===== config.mk =====
export PLATFORM = sky130hd
export DESIGN_NAME = div_18x9_signed_seq
export DESIGN_NICKNAME = d
export VERILOG_FILES = /design/src/rtl/div_18x9_signed_seq.sv
export SDC_FILE = /design/constraint.sdc
export NUM_CORES = 1
export LEC_CHECK = 0
export ABC_CLOCK_PERIOD_IN_PS = 3730
export CORE_MARGIN = 2
export CORE_UTILIZATION = 55
export DETAILED_ROUTE_END_ITERATION = 10
export GPL_ROUTABILITY_DRIVEN = 1
export PLACE_DENSITY = 0.77
export SLEW_MARGIN = 25
export SYNTH_ARGS = -nofsm -noshare
export SYNTH_HDL_FRONTEND = slang
export SYNTH_SLANG_ARGS = --single-unit

===== constraint.sdc =====
create_clock -name clk -period 3.73 [get_ports clk]
set_input_delay 0.746 -clock clk [delete_from_list [all_inputs] [get_ports clk]]
set_output_delay 0.746 -clock clk [all_outputs]
set_load 0.005 [all_outputs]

===== src/rtl/div_18x9_signed_seq.sv =====
// Iterative signed divider: radix-2 restoring division on magnitudes with final sign fix.
// Runtime appr_lsb skips low-order quotient iterations, trading accuracy for latency.
module div_18x9_signed_seq #(
  parameter int DIV_IN_WIDTH  = 9,
  parameter int DIV_OUT_WIDTH = DIV_IN_WIDTH*2,
  parameter int N_BIT_APPR    = 4,
  parameter int MAX_APPR      = 8
) (
  input  logic                     clk,
  input  logic                     rst,
  input  logic                     in_valid,
  output logic                     in_ready,
  input  logic [DIV_OUT_WIDTH-1:0] dividend,
  input  logic [DIV_IN_WIDTH-1:0]  divisor,
  input  logic [N_BIT_APPR-1:0]    appr_lsb,
  output logic                     out_valid,
  input  logic                     out_ready,
  output logic [DIV_OUT_WIDTH-1:0] quotient,
  output logic [DIV_IN_WIDTH-1:0]  remainder,
  output logic                     dbz,
  output logic                     approx
);
  localparam int OW = DIV_OUT_WIDTH;
  localparam int IW = DIV_IN_WIDTH;
  localparam int CW = $clog2(OW+1);

  typedef enum logic [1:0] {IDLE, CALC, FIX, DONE} state_t;

  state_t                state_q, state_d;
  logic [OW-1:0]         xsr_q, xsr_d;
  logic [OW-1:0]         qr_q, qr_d;
  logic [IW-1:0]         dmag_q, dmag_d;
  logic [IW:0]           r_q, r_d;
  logic [CW-1:0]         cnt_q, cnt_d;
  logic [N_BIT_APPR-1:0] k_q, k_d;
  logic                  sx_q, sx_d, sd_q, sd_d;
  logic [OW-1:0]         quot_q, quot_d;
  logic [IW-1:0]         rem_q, rem_d;
  logic                  dbz_q, dbz_d, apx_q, apx_d;

  // Magnitudes are unsigned, so |-2^(W-1)| still fits in W bits.
  logic [OW-1:0]         x_abs;
  logic [IW-1:0]         d_abs;
  logic [N_BIT_APPR-1:0] k_cl;
  logic [IW:0]           r_sh;
  logic                  ge;
  logic [OW-1:0]         qmag;
  logic [IW-1:0]         rmag;

  assign x_abs = dividend[OW-1] ? -dividend : dividend;
  assign d_abs = divisor[IW-1]  ? -divisor  : divisor;
  assign k_cl  = (appr_lsb > N_BIT_APPR'(MAX_APPR)) ? N_BIT_APPR'(MAX_APPR) : appr_lsb;
  assign r_sh  = {r_q[IW-1:0], xsr_q[OW-1]};
  assign ge    = (r_sh >= {1'b0, dmag_q});
  assign qmag  = qr_q << k_q;
  assign rmag  = r_q[IW-1:0];

  assign in_ready  = (state_q == IDLE);
  assign out_valid = (state_q == DONE);
  assign quotient  = quot_q;
  assign remainder = rem_q;
  assign dbz       = dbz_q;
  assign approx    = apx_q;

  always_comb begin
    state_d = state_q;
    xsr_d   = xsr_q;
    qr_d    = qr_q;
    dmag_d  = dmag_q;
    r_d     = r_q;
    cnt_d   = cnt_q;
    k_d     = k_q;
    sx_d    = sx_q;
    sd_d    = sd_q;
    quot_d  = quot_q;
    rem_d   = rem_q;
    dbz_d   = dbz_q;
    apx_d   = apx_q;
    unique case (state_q)
      IDLE: if (in_valid) begin
        if (divisor == '0) begin
          quot_d  = '1;
          rem_d   = '0;
          dbz_d   = 1'b1;
          apx_d   = 1'b0;
          state_d = DONE;
        end else if (dividend == '0) begin
          quot_d  = '0;
          rem_d   = '0;
          dbz_d   = 1'b0;
          apx_d   = 1'b0;
          state_d = DONE;
        end else begin
          xsr_d   = x_abs;
          dmag_d  = d_abs;
          r_d     = '0;
          qr_d    = '0;
          k_d     = k_cl;
          cnt_d   = CW'(OW) - CW'(k_cl);
          sx_d    = dividend[OW-1];
          sd_d    = divisor[IW-1];
          state_d = CALC;
        end
      end
      CALC: begin
        r_d   = ge ? (r_sh - {1'b0, dmag_q}) : r_sh;
        qr_d  = {qr_q[OW-2:0], ge};
        xsr_d = xsr_q << 1;
        cnt_d = cnt_q - CW'(1);
        if (cnt_q == CW'(1)) state_d = FIX;
      end
      FIX: begin
        quot_d  = (sx_q ^ sd_q) ? -qmag : qmag;
        rem_d   = sx_q ? -rmag : rmag;
        dbz_d   = 1'b0;
        apx_d   = (k_q != '0);
        state_d = DONE;
      end
      DONE: if (out_ready) state_d = IDLE;
      default: state_d = IDLE;
    endcase
  end

  always_ff @(posedge clk) begin
    if (rst) begin
      state_q <= IDLE;
      xsr_q   <= '0;
      qr_q    <= '0;
      dmag_q  <= '0;
      r_q     <= '0;
      cnt_q   <= '0;
      k_q     <= '0;
      sx_q    <= 1'b0;
      sd_q    <= 1'b0;
      quot_q  <= '0;
      rem_q   <= '0;
      dbz_q   <= 1'b0;
      apx_q   <= 1'b0;
    end else begin
      state_q <= state_d;
      xsr_q   <= xsr_d;
      qr_q    <= qr_d;
      dmag_q  <= dmag_d;
      r_q     <= r_d;
      cnt_q   <= cnt_d;
      k_q     <= k_d;
      sx_q    <= sx_d;
      sd_q    <= sd_d;
      quot_q  <= quot_d;
      rem_q   <= rem_d;
      dbz_q   <= dbz_d;
      apx_q   <= apx_d;
    end
  end
endmodule


==> impl_metrics.tcl <==
set metrics [dict create \
    fp.coreArea_mm2 0.0119 \
    rrSetupSlack_ns 0.27 \
    post-route-min-period_ns 3.46 \
    cp_slowest_cell "dfxtp_1" \
    ys_top_cells_by_area "dfxtp_1, nand2_1, a21oi_1, mux4_2, ha_1" \
    min_path_type "reg -> reg" \
    cellPowerDensity_mw_per_mm2 580 \
    syn_inst 853 \
    fin_setup_tns_ns 0 \
    r2r-start "k_q[1]" \
    synth_top_family_by_area "compound AO/OA/AOI/OAI gates" \
    num_rows 40 \
    grt_use_total_pct 27.3 \
    port_buffers 65 \
    startpoint_type "flop" \
    synth_fa_ha_area_share_pct 4.09 \
    yosys_warnings 0 \
    routed-via-count 6359 \
    dieHeight_um 114 \
    start_util_pct 55.7 \
    end_kind "flop" \
    cts_buffers 9 \
    min_to "xsr_q[1]" \
    min_path_cells 2 \
    drt-met1-wl_um 7470 \
    top_level_ports 66 \
    critical_path_class "reg -> reg" \
    ys_seq_area_share_pct 29.1 \
    max_slew_margin_pct 42.7 \
    layout-drive-gt1-share_pct 8.92 \
    met2WireLength_um 8600 \
    viasPerCell 6.09 \
    cts_root_buf "clkbuf_16" \
    critPathArrivalTime_ns 3.77 \
    max_freq_mhz 289 \
    synth_compound_area_share_pct 22.8 \
    syn_to_final_growth_pct 17.0 \
    rsz0062_at_grt "no" \
    critPathRequiredTime_ns 4.04 \
    min_from "xsr_q[1]" \
    cts_hold_buf 0 \
    dp_cells 1028 \
    status "finished clean" \
    synth-xor-area-share_pct 6.50 \
    reg2reg_depth 8 \
    fp.dieW_um 114 \
    worst_pin_slew_ns 0.857 \
    worst-path-buf-inv 0 \
    cpLargestDelayFamily "compound AO/OA/AOI/OAI gates" \
    drc 0 \
    crit_chain "mux4_2 -> a22o_1 -> a31oi_1 -> or4b_4 -> o41ai_2 -> xor2_1 -> a2111oi_1 -> a31o_1" \
    syn-cell-area_mm2 0.00661 \
    overflow 0 \
    synth_mux_area_share_pct 9.74 \
    drv_slew 0 \
    reg2reg_to "quotient[16]" \
    yosys.area.top_type "dfxtp_1" \
    cts_tree "built" \
    slowest_delay_ns 0.78 \
    drt_wl_total_um 17400 \
    first_pass_iters 5 \
    antenna_found_initial 0 \
    clock_latency_ns 0.36 \
    antenna_cells 0 \
    synthDominantCellAreaShare_pct 29.1 \
    cts_num_sinks 96 \
    fin_skew_ns 0.0163 \
    htree_num_levels 3 \
    hpwl_um 12800 \
    drtIter0Drc 515 \
    max_cap_violations 0 \
    ant_nets 0 \
    grt_pass1_wl_um 28600 \
    syn_area_per_cell_um2 7.74 \
    ys_types 69 \
    clock_path_buffers 2 \
    gp_congestion 0.965 \
    top_layer_used "met4" \
    vdd.ir_drop.worst_uv 558 \
    grt_max_degree 52 \
    clk_pin_slew_ns 0.08 \
    grt_pass1_vias 5983 \
    post-cts-setup-buffer-count 0 \
    synth_seq_cells 96 \
    finalNetCount 948 \
    synth_most_common_cell "nand2_1" \
    crit_fanout 16 \
    period_share_pct 92.9 \
    die_area_mm2 0.0129 \
    async_flop_share_pct 0 \
    hold_violations 0 \
    p_leak_uw 0.00279 \
    yosys-top-cells-count "nand2_1, dfxtp_1, a21oi_1" \
    wl_per_cell_um 16.7 \
    instances_no_fill 1044 \
    wl_met3_um 706 \
    synth_edf_count 0 \
    setup_viol 0 \
    cts-resized-gates 0 \
    synth_nets 909 \
    yosys.area_share.simple_pct 21.1 \
    ys.flop_type "dfxtp_1" \
]
==> cell families (layout without fill, tap and decap cells) <==
kind of cell | count (synthesis) | count (layout)
xor gates and xnor gates | 49 | 49
AOI/OAI and AO/OA | 238 | 238
buffers and inverters | 105 | 149
DFF | 96 | 96
and+or+nand+nor | 303 | 303
adders and majority gates | 21 | 21
muxes | 41 | 41
==> flip-flops by register name, indices dropped and copies added (netlist names), 4 cells and up <==
signal	flops
cnt_q	5
dmag_q	9
k_q	4
qr_q	18
quotient	18
r_q	9
remainder	9
xsr_q	18
==> worst max-delay path by stage <==
stage,from,to,slack [ns],depth (start not counted)
floorplan,dividend[0],qr_q[0],0.46,12
global placement,dividend[1],qr_q[0],0.08,12
detailed placement,dividend[0],cnt_q[0],0.01,11
CTS,k_q[0],quotient[16],0.25,9
global route,k_q[0],quotient[16],0.01,9
finish,k_q[1],quotient[16],0.27,8
==> cell type report <==
type	instances	area, um2
clock inverter	7	81.3
clock buffer	9	225
timing repair buffer	97	923
inverter	36	135
tap	147	184
fill	999	4140
multi-input combinational	652	4250
sequential	96	1920
==> worst min-delay path, delay by kind of cell (launching register included) <==
| family | cells | cell delay, ns |
|---|---|---|
| DFF | 1 | 0.31 |
| and+or+nand+nor | 1 | 0.05 |
| AOI/OAI and AO/OA | 1 | 0.05 |
==> per-layer routing <==
metal,up-vias,track usage (%)
met5,-,0
met4,0,12.1
met3,40,3.88
met2,197,46.6
met1,3010,34.6
li1,3112,-
==> stage by stage <==
stage / hold WS (ns) / total power [uW] / utilization (%) / setup slack (ns) / area (um2)
after detailed placement: 0.444 / 3520 / 62.5 / 0.0102 / 7420
final: 0.454 / 4480 / 65.1 / 0.266 / 7720
after global placement: 0.438 / 3450 / 62.5 / 0.0776 / 7420
after global routing: 0.469 / 4770 / 65.1 / 0.0139 / 7720
after CTS: 0.454 / 4460 / 65.1 / 0.252 / 7720
after floorplan: 0.429 / 2890 / - / 0.462 / 6610
==> placed cells by master, fill, tap and decap left out, types with 4 or more instances in the layout <==
master | Yosys | final
dfxtp_1 | 96 | 96
a211oi_1 | 21 | 21
nor2_1 | 64 | 64
o21ai_1 | 5 | 4
or2_2 | 6 | 6
nor2b_1 | 15 | 15
buf_4 | 4 | 29
clkbuf_16 | 0 | 9
o41ai_1 | 7 | 7
nor3_1 | 12 | 12
xnor2_1 | 23 | 23
xor2_1 | 26 | 26
a21oi_1 | 88 | 88
a211o_1 | 6 | 6
o211ai_1 | 8 | 8
mux2i_1 | 20 | 20
a22oi_1 | 10 | 10
o31ai_1 | 9 | 9
nand3_1 | 36 | 36
ha_1 | 20 | 20
or3_1 | 5 | 5
a311oi_1 | 4 | 4
nand2b_1 | 13 | 13
o21ai_0 | 41 | 41
inv_1 | 34 | 34
or4_1 | 4 | 4
mux4_2 | 17 | 17
nand2_1 | 126 | 126
clkdlybuf4s50_1 | 0 | 64
==> report_power, final <==
group	switching, uW	total [uW]	internal, uW	leakage, uW
registers	149	1340	1190	0.000780
clock network	459	939	479	0.000150
logic	1330	2200	866	0.00186
total	1940	4480	2540	0.00279
(Power assumes the default switching activity.)
